<file path="src/rtl/serial_rx.sv">
// serial_rx: oversampling asynchronous serial receiver.
// Frame = 1 start bit (0), DATA_BITS data bits LSB first, 1 stop bit (1).
// Each bit is sampled once at its midpoint, measured from the first clock
// edge that sees the line low. A good frame loads data_out one cycle after
// the stop sample. A bad stop bit gives a one-cycle frame_err pulse, and the
// receiver then waits for the line to return high before it accepts a new start.
`timescale 1ns/1ps

module serial_rx #(
  parameter int CLKS_PER_BIT = 16,
  parameter int DATA_BITS    = 8
) (
  input  logic                 clk,
  input  logic                 reset,
  input  logic                 rx_in,
  input  logic                 rd_ack,
  output logic [DATA_BITS-1:0] data_out,
  output logic                 data_valid,
  output logic                 frame_err,
  output logic                 overrun,
  output logic                 busy
);

  localparam int CNT_W = (CLKS_PER_BIT > 1) ? $clog2(CLKS_PER_BIT) : 1;
  localparam int IDX_W = $clog2(DATA_BITS + 1);

  // START waits half a bit period, so the later samples land mid-bit.
  localparam logic [CNT_W-1:0] HALF_LAST = CNT_W'(CLKS_PER_BIT / 2 - 1);
  localparam logic [CNT_W-1:0] FULL_LAST = CNT_W'(CLKS_PER_BIT - 1);
  localparam logic [CNT_W-1:0] CNT_ZERO  = CNT_W'(0);
  localparam logic [CNT_W-1:0] CNT_ONE   = CNT_W'(1);
  localparam logic [IDX_W-1:0] IDX_LAST  = IDX_W'(DATA_BITS - 1);
  localparam logic [IDX_W-1:0] IDX_ZERO  = IDX_W'(0);
  localparam logic [IDX_W-1:0] IDX_ONE   = IDX_W'(1);

  typedef enum logic [2:0] {
    IDLE      = 3'd0,
    START     = 3'd1,
    DATA      = 3'd2,
    STOP      = 3'd3,
    WAIT_IDLE = 3'd4
  } state_t;

  state_t               state_r, state_s;
  logic [CNT_W-1:0]     cnt_r, cnt_s;       // clocks within the current bit
  logic [IDX_W-1:0]     idx_r, idx_s;       // data bit index
  logic [DATA_BITS-1:0] shift_r, shift_s;   // data bits as they arrive
  logic                 done_r, done_s;     // good stop seen: load next cycle
  logic                 err_r, err_s;       // bad stop seen: pulse next cycle

  // Register FSM state, counters, shift register and stop-sample strobes.
  always_ff @(posedge clk or posedge reset) begin
    if (reset) begin
      state_r <= IDLE;
      cnt_r   <= CNT_ZERO;
      idx_r   <= IDX_ZERO;
      shift_r <= {DATA_BITS{1'b0}};
      done_r  <= 1'b0;
      err_r   <= 1'b0;
    end else begin
      state_r <= state_s;
      cnt_r   <= cnt_s;
      idx_r   <= idx_s;
      shift_r <= shift_s;
      done_r  <= done_s;
      err_r   <= err_s;
    end
  end

  // Next-state logic; rx_in matters only on the start edge and at mid-bit samples.
  always_comb begin
    state_s = state_r;
    cnt_s   = cnt_r;
    idx_s   = idx_r;
    shift_s = shift_r;
    done_s  = 1'b0;
    err_s   = 1'b0;
    case (state_r)
      IDLE: begin
        if (rx_in == 1'b0) begin
          state_s = START;
          cnt_s   = CNT_ZERO;
        end else begin
          state_s = IDLE;
        end
      end
      START: begin
        if (cnt_r == HALF_LAST) begin
          cnt_s = CNT_ZERO;
          idx_s = IDX_ZERO;
          if (rx_in == 1'b1) begin
            state_s = IDLE;       // false start: line back high at mid-bit
          end else begin
            state_s = DATA;
          end
        end else begin
          cnt_s = cnt_r + CNT_ONE;
        end
      end
      DATA: begin
        if (cnt_r == FULL_LAST) begin
          cnt_s                = CNT_ZERO;
          shift_s              = shift_r >> 1;
          shift_s[DATA_BITS-1] = rx_in;
          if (idx_r == IDX_LAST) begin
            idx_s   = IDX_ZERO;
            state_s = STOP;
          end else begin
            idx_s = idx_r + IDX_ONE;
          end
        end else begin
          cnt_s = cnt_r + CNT_ONE;
        end
      end
      STOP: begin
        if (cnt_r == FULL_LAST) begin
          cnt_s = CNT_ZERO;
          if (rx_in == 1'b1) begin
            done_s  = 1'b1;
            state_s = IDLE;       // allows a back-to-back start on the next edge
          end else begin
            err_s   = 1'b1;
            state_s = WAIT_IDLE;
          end
        end else begin
          cnt_s = cnt_r + CNT_ONE;
        end
      end
      WAIT_IDLE: begin
        if (rx_in == 1'b1) begin
          state_s = IDLE;
        end else begin
          state_s = WAIT_IDLE;
        end
      end
      default: begin
        state_s = IDLE;
        cnt_s   = CNT_ZERO;
        idx_s   = IDX_ZERO;
      end
    endcase
  end

  // Output registers: byte hand-off, acknowledge, overrun tracking, status.
  always_ff @(posedge clk or posedge reset) begin
    if (reset) begin
      data_out   <= {DATA_BITS{1'b0}};
      data_valid <= 1'b0;
      frame_err  <= 1'b0;
      overrun    <= 1'b0;
      busy       <= 1'b0;
    end else begin
      frame_err <= err_r;
      busy      <= (state_s != IDLE);
      if (done_r) begin
        // New byte wins over an acknowledge in the same cycle; it is an
        // overrun only if the old byte was still pending and not acknowledged.
        data_out   <= shift_r;
        data_valid <= 1'b1;
        overrun    <= data_valid & ~rd_ack;
      end else if (rd_ack && data_valid) begin
        data_valid <= 1'b0;
        overrun    <= 1'b0;
      end
    end
  end

endmodule

</file>
<file path="config.mk">
export PLATFORM = sky130hd
export DESIGN_NAME = serial_rx
export DESIGN_NICKNAME = d
export VERILOG_FILES = /design/src/rtl/serial_rx.sv
export SDC_FILE = /design/constraint.sdc
export NUM_CORES = 1
export LEC_CHECK = 0
export CAP_MARGIN = 25
export CORE_MARGIN = 5
export CORE_UTILIZATION = 49
export CTS_CLUSTER_DIAMETER = 200
export DETAILED_ROUTE_END_ITERATION = 10
export PLACE_DENSITY = 0.71
export SLEW_MARGIN = 5
export SYNTH_ARGS = -nofsm -noshare
export SYNTH_HDL_FRONTEND = slang
export SYNTH_SLANG_ARGS = --single-unit
</file>
<file path="constraint.sdc">
create_clock -name clk -period 1.6 [get_ports clk]
set_input_delay 0.16 -clock clk [delete_from_list [all_inputs] [get_ports clk]]
set_output_delay 0.16 -clock clk [all_outputs]
set_load 0.01 [all_outputs]
</file>
==> results of run 1 <==
==> per-layer routing <==
layer | GRT usage, % | vias up | part of all wire, %
li1 | - | 462 | -
met1 | 18.3 | 462 | 46
met2 | 21.2 | 27 | 46
met3 | 6.30 | 10 | 5.5
met4 | 6.75 | 0 | 2.4
met5 | 0 | - | 0
==> cells in the final DEF, fill, tap and decap left out, types with 5 or more instances in the layout <==
master	count
a21oi_1	5
buf_4	10
clkbuf_4	5
clkdlybuf4s50_1	15
dfrtp_1	30
inv_1	5
mux2_2	16
nand2_1	6
nor2_1	7
==> cells by family after synthesis <==
family	Yosys count
flip-flops	33
AND/OR/NAND/NOR	30
AO/OA/AOI/OAI	21
multiplexers	18
buffers and inverters	9
adder cells (fa/ha/maj)	2
XOR/XNOR	1
==> flip-flops by register name, summed over array words and instances, names as in the netlist <==
signal,cells
data_out,8
cnt_r,4
idx_r,4
busy,1
done_r,1
shift_r,8
frame_err,1
err_r,1
overrun,1
data_valid,1
state_r,3
==> cell type report <==
type / count / area, um^2 / area share [%]
flip-flops and latches: 33 / 830 / 47.0
multi-input cells: 72 / 581 / 32.9
repair buffers: 26 / 245 / 13.9
clock buffers: 6 / 41.3 / 2.34
well taps: 31 / 38.8 / 2.20
inverters: 5 / 18.8 / 1.06
clock inverters: 2 / 10.0 / 0.567
==> through the flow <==
| stage | setup TNS [ns] | cells | hold slack, ns | power (uW) | worst slack [ns] |
|---|---|---|---|---|---|
| floorplan | 0 | 114 | 0.223 | 1290 | 0.0628 |
| global placement | 0 | 165 | 0.345 | 1450 | 0.0358 |
| detailed placement | -0.0374 | 165 | 0.336 | 1470 | -0.00997 |
| CTS | -0.000132 | 173 | 0.215 | 1920 | -0.000132 |
| global route | -0.139 | 175 | 0.249 | 2100 | -0.0247 |
| finish | 0 | 175 | 0.200 | 1980 | 0.00677 |
==> timing repair <==
item,4_1_cts,5_1_grt
setup endpoints to repair,9,14
pin swaps,1,2
resized for setup,0,11
hold buffers,0,0
cloned,0,0
buffers inserted,0,2
==> critical path, delay by kind of cell, from the launching register on <==
kind | cells | cell delay [ns]
buf+inv | 1 | 0.13
flops | 1 | 0.43
mux | 1 | 0.32
simple gates | 2 | 0.59
==> final timing paths <==
path                       cells past startpoint  slack, ns         end       start
min in group clk                               0       0.37   frame_err       err_r
max in group asynchronous                      3       1.08    cnt_r[3]       reset
setup / recovery                               4      0.007  shift_r[4]  state_r[2]
hold / removal                                 3       0.20    idx_r[0]       reset
setup reg to reg                               4      0.007  shift_r[4]  state_r[2]
hold reg to reg                                0       0.37   frame_err       err_r
==> synth_stat cells, types with 2 or more instances <==
library cell  number
nor2_1             7
a21oi_1            5
mux2_2            17
buf_6              2
o21ai_0            5
nand3_1            4
ha_1               2
a22o_1             2
inv_1              5
dfrtp_1           33
nand2_1            6
nor3_1             3
o21ai_1            2
==> power by group through the flow <==
| stage | Combinational [uW] | Sequential [uW] | Clock (uW) |
|---|---|---|---|
| after floorplan | 291 | 996 | 0 |
| after CTS | 466 | 991 | 463 |
| after global routing | 580 | 1030 | 495 |
| after global placement | 448 | 1000 | 0 |
| final | 517 | 1010 | 448 |
| after detailed placement | 462 | 1010 | 0 |
==> metrics.txt, run 1 <==
Initial Util=between 50% and 60%; CP Launch Type=flip-flop; die area=4090 um^2; Static Leak=around 0.00084 uW; share of layout cells above drive strength 1=roughly a third; Sw Ratio=a little under a third; Slowest-stage cell, CP=or3b_4; Final min period=roughly 1.6 ns; cell area after layout=approximately 1800 um^2; proportion of synthesized area in mux cells=between 10% and 20%; Clock Path Buffers=2; initial antenna violation count=0; unique cell type count in the Yosys netlist=34; outcome=completed; CP max stage delay=0.44 ns; Net Switching=slightly above 600 uW; clock sinks=33; CP Max Fanout=8; FFs w/ async S/R, synth=between 90% and 100%; area share of xor/xnor cells in the synthesized design=less than 1%; Synthesis Warnings=0; worst skew pair latency=between 0.3 and 0.4 ns; dpl cell area=between 1500 and 2000 um^2; Setup CP Type=flip-flop to flip-flop; DRC violations left=0; # rows=19; largest net degree at the start of global routing=34; Antenna Nets Post-Route=0; HP Class=primary input to async pin; Layout Area Growth over Synthesis=23.7%; I/O pin cnt=16; Post-synth EDFFs=0; largest family of logic cells by synthesized area=multiplexers; fmax=around 630 MHz; crit share post-route=between 90% and 100%; vias in the first global route=~1,000; final WL=2550 um; CP Data Required Time=~1.8 ns; GP Congestion=around 0.85; CTS tree=done; Post-Syn Area=approximately 1400 um^2; Mapped Nets=120; RSZ-0062 raised after global routing=yes; top cell type by total area after synthesis=dfrtp_1; post-synthesis simple-gate area fraction=12.1%; count of final max-slew check failures=0; fill count=~210; Yosys reg bits=33; Worst VDD drop=about 950 uV; Post-Synth Adder-Cell Area=1.75%; H-tree depth=2; cts bufs inserted=5; Pre-antenna DRT Iters=5; DP HPWL=1800 um; via count=between 900 and 1,000; die height=roughly 64 um; wire length per cell=~15 um; Mapped Cells=between 100 and 150; CORE AREA=2780 um^2; CTS root buf=clkbuf_4; final setup fails=0; Synth Area in Compound Gates=approximately a tenth; Avg Inst Size Synth=12.5 um^2; gr usage total=between 10% and 20%; post-synth top area share=57.9%; IO buf count=15; Pint=1360 uW; n_diodes=0; PwrDens=approximately 1100 nW/um^2; Final #Nets=roughly 150; Worst-Margin Slew=between 0.4 and 0.5 ns; Die Wd=64.0 um; first-pass GRT wire length=between 4000 and 5000 um; Synth area leaders=dfrtp_1 58%, mux2_2 13%, nor2_1 1.8%; Clock transition at path regs=~0.10 ns; Initial DRC Count=36; Max-cap violations=0; Comb pwr share=26.1%; Reg power frac=between 50 and 60%; crit path cell chain=or3b_4 > nor2_4 > buf_12 > mux2_2; Final Hold Vio Count=0; Slew headroom=72.1%; routed vias/inst=about 5.5; Synth Flop Type=dfrtp_1; Worst Clk Skew=around 0.0027 ns; sequential fraction of the synthesis area=57.9%; Congestion Overflow GR=0; post-layout util=between 60% and 70%; Critical Path Sink Type=flip-flop; clock share of power=a little under a quarter; CP Data Arrival Time=about 1.8 ns
(Power assumes the default switching activity.)
==> inputs of run 2 (changes only) <==
--- a/config.mk
+++ b/config.mk
@@ -7,10 +7,10 @@
 export LEC_CHECK = 0
 export CAP_MARGIN = 25
 export CORE_MARGIN = 5
-export CORE_UTILIZATION = 49
+export CORE_UTILIZATION = 54
 export CTS_CLUSTER_DIAMETER = 200
 export DETAILED_ROUTE_END_ITERATION = 10
-export PLACE_DENSITY = 0.71
+export PLACE_DENSITY = 0.74
 export SLEW_MARGIN = 5
 export SYNTH_ARGS = -nofsm -noshare
 export SYNTH_HDL_FRONTEND = slang
==> constraint.sdc (replaced) <==
create_clock -name clk -period 1.7 [get_ports clk]
set_input_delay 0.17 -clock clk [delete_from_list [all_inputs] [get_ports clk]]
set_output_delay 0.17 -clock clk [all_outputs]
set_load 0.01 [all_outputs]
==> metrics.txt, run 2 (synthesis gave the netlist of run 1 again) <==
outcome=completed; Antenna Nets Post-Route=0 (unchanged); largest registers=data_out: 8 flops, shift_r: 8 flops; crit share post-route=94.9% (-4.7 points); RSZ-0062 raised after global routing=yes; most frequent cells in the layout=33 x dfrtp_1, 17 x mux2_2, 15 x clkdlybuf4s50_1, 8 x buf_4, 7 x nor2_1; DRC violations left=0 (unchanged); n_diodes=0 (unchanged); I/O pin cnt=16 (unchanged); Layout Area Growth over Synthesis=22.4%; routed vias/inst=5.56 (+1.3%); final WL=2460 um (-3.5%); setup slack, reg-to-reg=0.09 ns (+0.08 ns); die area=3770 um^2 (-7.8%); Final Non-Filler Cells=172 (-1.7%); vias in the first global route=976 (-3.4%); IO buf count=15 (unchanged); Congestion Overflow GR=0 (unchanged); Final #Nets=147 (-1.3%); Setup CP Type=flip-flop to flip-flop; post-layout util=69.8% (+6.4 points); PwrDens=1120 nW/um^2 (+0.15%); crit path cell chain=ha_1 > nand3_1 > nor3_1 > a221oi_1 > o311ai_0; CP Max Fanout=6 (-2); worst skew pair latency=0.33 ns (about the same); fill count=177 (-17%); CORE AREA=2500 um^2 (-10%); CP Data Required Time=1.88 ns (+0.05 ns); Reg2Reg Launch Point=cnt_r[0]; Clock transition at path regs=0.10 ns (about the same); Worst-Margin Slew=0.427 ns (+0.0126 ns); CP Capture Point=busy; RR Endpoint=busy; Worst Clk Skew=0.00859 ns (+0.00593 ns); CP max stage delay=0.41 ns (-0.03 ns); gr usage total=16.1% (+1.7 points); commonest non-fill, non-tap cell in the layout=dfrtp_1; Slowest-stage cell, CP=dfrtp_1; Die Wd=61.4 um (-4.0%); CP bufs+invs=0 (-1); Crit path depth=5 (+1); # rows=18 (-1); cell area after layout=1750 um^2 (-1.1%); Critical Path Sink Type=flip-flop; final setup fails=0 (unchanged); Final min period=1.61 ns (+0.0196 ns); Pre-antenna DRT Iters=4 (-1); Worst VDD drop=977 uV (+2.6%); CTS tree=done; worst r2r path cells=5 (+1); H-tree depth=2 (unchanged); Initial Util=57.1% (+5.8 points); largest net degree at the start of global routing=34 (unchanged); placed insts=163 (-1.2%); GP Congestion=0.871 (+2.6%); initial antenna violation count=0 (unchanged); CP Data Arrival Time=1.80 ns (-0.02 ns); cts bufs inserted=5 (unchanged); count of final max-slew check failures=0 (unchanged); die height=61.4 um (-4.0%); register area=826 um^2 (-0.45%); dpl cell area=1640 um^2 (-0.53%); fmax=620 MHz (-1.2%); CP Launch Type=flip-flop; Static Leak=0.000838 uW (+0.39%); total power=1960 uW (-0.92%); wire length per cell=14.3 um (-1.8%); share of layout cells above drive strength 1=26.8% (-5.9 points); Initial DRC Count=14 (-61%); Final Hold Vio Count=0 (unchanged); DP HPWL=1720 um (-4.3%); Clock Path Buffers=2 (unchanged); CP delay by family, top=compound AO/OA/AOI/OAI gates; via count=957 (-0.42%); clock sinks=33 (unchanged); Slew headroom=71.5% (-0.63 points); CTS root buf=clkbuf_4; area of the multi-input gates=548 um^2 (-5.6%); first-pass GRT wire length=4330 um (-5.4%); Max-cap violations=0 (unchanged); origin of the worst setup path=cnt_r[0]; hold buffers post-CTS=0 (unchanged); HP Class=primary input to async pin
## run 2: final cells by class
cell class / instances / share of cell area [%]
sequential: 33 / 47.3
multi-input combinational: 72 / 31.4
timing repair buffer: 24 / 13.2
clock buffer: 7 / 3.15
tap: 30 / 2.15
clock inverter: 1 / 1.72
inverter: 5 / 1.08
## run 2: worst min-delay path by stage
stage               startpoint  slack (ns)    endpoint
global route             reset        0.25  state_r[2]
global placement         err_r        0.34   frame_err
floorplan                rx_in        0.23  state_r[2]
detailed placement       err_r        0.35   frame_err
finish                   reset        0.22    cnt_r[2]
CTS                      reset        0.23    cnt_r[2]
## run 2: report_power, final
group | internal, uW | total, uW | leakage, uW | switching (uW)
clock network | 351 | 603 | 0.0000455 | 252
registers | 857 | 935 | 0.000453 | 78.9
logic | 217 | 420 | 0.000340 | 203
## run 2: layer usage
metal	wire (um)	part of all wire (%)	vias up	track usage [%]
li1	-	-	459	-
met3	136	5.5	2	7.13
met1	1170	47	469	21.1
met4	16	0.65	0	8.48
met5	0	0	-	0
met2	1140	46	27	22.5
## run 2: tightest hold or removal path, cell delays in order
cell and delay, ns:
clkdlybuf4s50_1 0.39, inv_1 0.06, buf_4 0.35
## run 2: through the flow
stage	hold slack [ns]	TNS, ns	setup WS (ns)
after floorplan	0.233	0	0.163
after global placement	0.345	0	0.122
after detailed placement	0.352	0	0.0838
after CTS	0.232	0	0.0479
after global routing	0.252	-0.00760	-0.00760
final	0.219	0	0.0872
## run 2: timing repair
item / in CTS / in global routing
gates resized for setup: 0 / 0
endpoints found under the setup margin: 0 / 9
setup buffers: 0 / 1
endpoints found under the hold margin: 0 / 0
==> inputs of run 3 (changes only) <==
--- a/config.mk
+++ b/config.mk
@@ -9,6 +9,7 @@
 export CORE_MARGIN = 5
 export CORE_UTILIZATION = 54
 export CTS_CLUSTER_DIAMETER = 200
+export CTS_CLUSTER_SIZE = 20
 export DETAILED_ROUTE_END_ITERATION = 10
 export PLACE_DENSITY = 0.74
 export SLEW_MARGIN = 5
==> results of run 3 <==
The final DEF is identical to that of run 2; final timing and power are the same.
==> patch 1, RTL diff (flow settings as in run 1) <==
Register the output `frame_err` once more, cleared by the reset; this adds one clock of latency there. The other outputs are not delayed to match. Comments in the files are not updated.
--- a/src/rtl/serial_rx.sv
+++ b/src/rtl/serial_rx.sv
@@ -40,6 +40,8 @@
     STOP      = 3'd3,
     WAIT_IDLE = 3'd4
   } state_t;
+
+  logic frame_err_s0;
 
   state_t               state_r, state_s;
   logic [CNT_W-1:0]     cnt_r, cnt_s;       // clocks within the current bit
@@ -146,11 +148,11 @@
     if (reset) begin
       data_out   <= {DATA_BITS{1'b0}};
       data_valid <= 1'b0;
-      frame_err  <= 1'b0;
+      frame_err_s0 <= 1'b0;
       overrun    <= 1'b0;
       busy       <= 1'b0;
     end else begin
-      frame_err <= err_r;
+      frame_err_s0 <= err_r;
       busy      <= (state_s != IDLE);
       if (done_r) begin
         // New byte wins over an acknowledge in the same cycle; it is an
@@ -165,5 +167,13 @@
     end
   end
 
+  always_ff @(posedge clk or posedge reset) begin
+    if (reset) begin
+      frame_err <= '0;
+    end else begin
+      frame_err <= frame_err_s0;
+    end
+  end
+
 endmodule
 
Behaviour: no difference found for any inputs over 10 cycles, from zero or initial values and one cycle with reset high; that may be too few to reach the edited logic, so the function may still have changed.
==> patch 1 against run 1 <==
- synthesized cell count rose by 18%
- non-clock buffer count did not move
- setup slack improved by 0.088 ns
- critical path depth rose by 1
- sequential cell count rose by 1
- power rose by 21%
- wire length rose by 8.9%
- area after synthesis rose by 5.1%
- cell area rose by 4.0%
==> patch 1: results (changes against run 1) <==
metric	value	unit	change
cp_max_fo	7		was 8
placedCellCount	185		was 165
synth_nets	141		was 120
irDropWorstVdd	0.8705	mV	was 0.9522 mV
synth.area.top_cells	dfrtp_1 (57%), mux2_2 (6.8%), nand2_1 (6.3%)		was dfrtp_1 (58%), mux2_2 (13%), nor2_1 (1.8%)
slowest_delay	0.38	ns	was 0.44 ns
nets	167		was 149
grt_pass1_wl	4892	microns	was 4574 microns
cp.arrival	1.73	ns	was 1.82 ns
grt_start_max_net_pins	35		was 34
synth_common_cells	dfrtp_1 (34), nand2_1 (25), mux2_2 (9), nor2_1 (8), inv_1 (5)		was dfrtp_1 (33), mux2_2 (17), nor2_1 (7), nand2_1 (6)
first_global_vias	1090		was 1010
drt_iter0_drc	38		was 36
drive_gt1_share	22.84	%	was 32.64%
wire_per_inst	14.24	microns	was 14.57 microns
synth_cell_types	41		was 34
worst_pin_slew	0.4210	ns	was 0.4146 ns
slowest_stage	dfrtp_1		was or3b_4
ys_seq_area_share	56.76	%	was 57.89%
outcome	finished, final reports clean		unchanged
dp_hpwl	2003	microns	was 1798 microns
place_area	1725	sq um	was 1649 sq um
gp_congestion	0.9289		was 0.8493
p_leak	0.8888	nW	was 0.8353 nW
grt_usage	14.96	%	was 14.46%
wirelength	2776	microns	was 2549 microns
skew	0.008823	ns	was 0.002657 ns
## patch 1: layout make-up
| type | count | area, sq um |
|---|---|---|
| fillers | 264 | 1169 |
| flip-flops and latches | 34 | 852.1 |
| multi-input cells | 89 | 601.8 |
| repair buffers | 26 | 245.2 |
| clock buffers | 7 | 45.04 |
| well taps | 33 | 41.29 |
| clock inverters | 1 | 30.03 |
| inverters | 5 | 18.77 |
## patch 1: power by group
group          internal (W)  leakage, nW  total [W]  switching, W
Combinational      0.000381        0.403   0.000673      0.000292
Sequential         0.000979        0.446    0.00111      0.000129
Clock              0.000331       0.0395   0.000611      0.000279
## patch 1: logic make-up (layout without fill, tap and decap cells)
family                     Yosys count  after routing  share of synthesized area (%)
adders and majority gates            2              2                          1.669
xor gates and xnor gates             1              1                         0.5844
muxes                               11             11                          8.347
and+or+nand+nor                     52             52                          17.03
DFF                                 34             34                          56.76
AOI/OAI and AO/OA                   23             23                          11.35
buffers and inverters               12             39                          4.256
## patch 1: metal layers
| metal | vias to the layer above | part of all wire (%) | GRT usage (%) |
|---|---|---|---|
| li1 | 517 | - | - |
| met1 | 539 | 38 | 15.56 |
| met2 | 30 | 54 | 26.80 |
| met3 | 7 | 6.0 | 5.812 |
| met4 | 0 | 1.6 | 5.959 |
| met5 | - | 0 | 0 |
## patch 1: path summary, 6_finish.rpt
path	start	to	slack [ns]	cells after the start
worst max-delay path	cnt_r[1]	idx_r[3]	0.09	5
worst min-delay path	reset	frame_err	0.21	3
worst max register to register	cnt_r[1]	idx_r[3]	0.09	5
worst min register to register	frame_err_s0	frame_err	0.34	0
max in group asynchronous	reset	state_r[1]	1.05	3
min in group clk	frame_err_s0	frame_err	0.34	0
## patch 1: timing repair
item,in CTS,in global routing
setup buffers,0,2
resized for setup,1,5
pin swaps,0,1
setup endpoints to repair,1,9
==> patch 2, RTL diff (config.mk and constraints of run 1) <==
Made on the original files. `CLKS_PER_BIT`: 16 -> 64.
--- a/src/rtl/serial_rx.sv
+++ b/src/rtl/serial_rx.sv
@@ -7,7 +7,7 @@
 `timescale 1ns/1ps
 
 module serial_rx #(
-  parameter int CLKS_PER_BIT = 16,
+  parameter int CLKS_PER_BIT = 64,
   parameter int DATA_BITS    = 8
 ) (
   input  logic                 clk,
Behaviour: not the same (a bounded check fails within 10 cycles, from zero or initial values and one cycle with reset high).
==> patch 2 against run 1 <==
- clock skew is 0.0052 ns higher
- area after synthesis is 16% higher
- sequential cell count rose by 2
- wire length up 30%
- power grew 17%
- cell area up 15%
- setup slack improved by 0.085 ns
- largest power group unchanged
==> patch 2: results (changes against run 1) <==
metric	value	unit	change
synth_cell_types	40		was 34
hold_ws	0.1378	ns	was 0.2000 ns
r2r-end	idx_r[2]		was shift_r[4]
p_leak	0.9248	nW	was 0.8353 nW
grt_usage	16.84	%	was 14.46%
synth_area	1654	sq um	was 1426 sq um
placedCellCount	212		was 165
synth.area.top_cells	dfrtp_1 (53%), mux2_2 (10%), o21ai_0 (3.6%)		was dfrtp_1 (58%), mux2_2 (13%), nor2_1 (1.8%)
stdcell_count	220		was 175
wire_per_inst	15.07	microns	was 14.57 microns
worst_pin_slew	0.4377	ns	was 0.4146 ns
grt_start_max_net_pins	26		was 34
irDropWorstVdd	0.7173	mV	was 0.9522 mV
cp_max_fo	7		was 8
nets	179		was 149
first_global_vias	1269		was 1010
gp_congestion	0.8374		was 0.8493
r2r_cells	5		was 4
synth_common_cells	dfrtp_1 (35), mux2_2 (15), o21ai_0 (12), nand2_1 (11), inv_1 (8)		was dfrtp_1 (33), mux2_2 (17), nor2_1 (7), nand2_1 (6)
r2r_start	cnt_r[1]		was state_r[2]
wl_met1	1355	microns	was 1174 microns
outcome	finished, final reports clean		unchanged
synth_nets	148		was 120
drt_iter0_drc	81		was 36
dp_slack	-0.1557	ns	was -0.009966 ns
skew	0.007855	ns	was 0.002657 ns
nFillCells	286		was 213
dp_hpwl	2518	microns	was 1798 microns
r2r_slack	0.09	ns	was 0.007 ns
via_count	1224		was 961
route.met2.wl	1818	microns	was 1174 microns
period_minus_slack	1.508	ns	was 1.593 ns
drive_gt1_share	31.61	%	was 32.64%
wl_met3	115	microns	was 139 microns
cp.arrival	1.72	ns	was 1.82 ns
top_regs	data_out (8), shift_r (8), cnt_r (6)		was data_out (8), shift_r (8)
syn_inst	142		was 114
[patch 2: cells by family (layout without fill, tap and decap cells)]
logic type | after synthesis | count (layout) | share of synthesized area (%)
mux | 15 | 15 | 10.21
buf+inv | 15 | 47 | 4.463
simple gates | 36 | 36 | 14.22
fa+ha+maj | 2 | 2 | 1.513
xor+xnor | 2 | 2 | 1.059
compound gates | 37 | 37 | 15.58
flops | 35 | 35 | 52.95
[patch 2: final cells by class]
class | count | area share, %
Inverter | 8 | 1.475
Tap cell | 46 | 2.827
Sequential cell | 35 | 43.09
Timing Repair Buffer | 31 | 13.28
Clock buffer | 5 | 1.844
Multi-Input combinational cell | 92 | 35.34
Clock inverter | 3 | 2.151
[patch 2: metrics by stage]
step	area, sq um	TNS [ns]
floorplan	1657	0
global placement	1941	-0.04057
detailed placement	1941	-0.4134
CTS	2024	0
global route	2036	0
finish	2036	0
[patch 2: worst max-delay path, cell delays in order (launching register included)]
cell and delay (ns):
dfrtp_1 0.38, ha_2 0.18, and4_4 0.30, a31oi_2 0.14
o31ai_1 0.29, o21ai_1 0.11
[patch 2: how the worst max path moves through the flow]
stage                        start    endpoint  cells past startpoint
after floorplan           cnt_r[1]    cnt_r[5]                      6
after global placement    cnt_r[1]    idx_r[3]                      5
after detailed placement  cnt_r[0]    idx_r[2]                      5
after CTS                 cnt_r[1]  state_r[2]                      5
after global routing      cnt_r[0]    idx_r[2]                      5
final                     cnt_r[1]    idx_r[2]                      5
[patch 2: metal layers]
metal	vias up	track usage [%]
li1	579	-
met1	616	18.30
met2	23	30.08
met3	6	5.911
met4	0	5.955
met5	-	0
[patch 2: report_power, final]
group          total [W]  internal (W)  switching (W)
Clock           0.000635      0.000329       0.000306
Sequential       0.00106      0.000981      0.0000797
Combinational   0.000623      0.000311       0.000311
[patch 2: timing repair]
action	CTS	global route
hold buffers	0	0
endpoints found under the hold margin	0	0
resized for setup	2	4
pin swaps	0	3
setup endpoints to repair	12	7
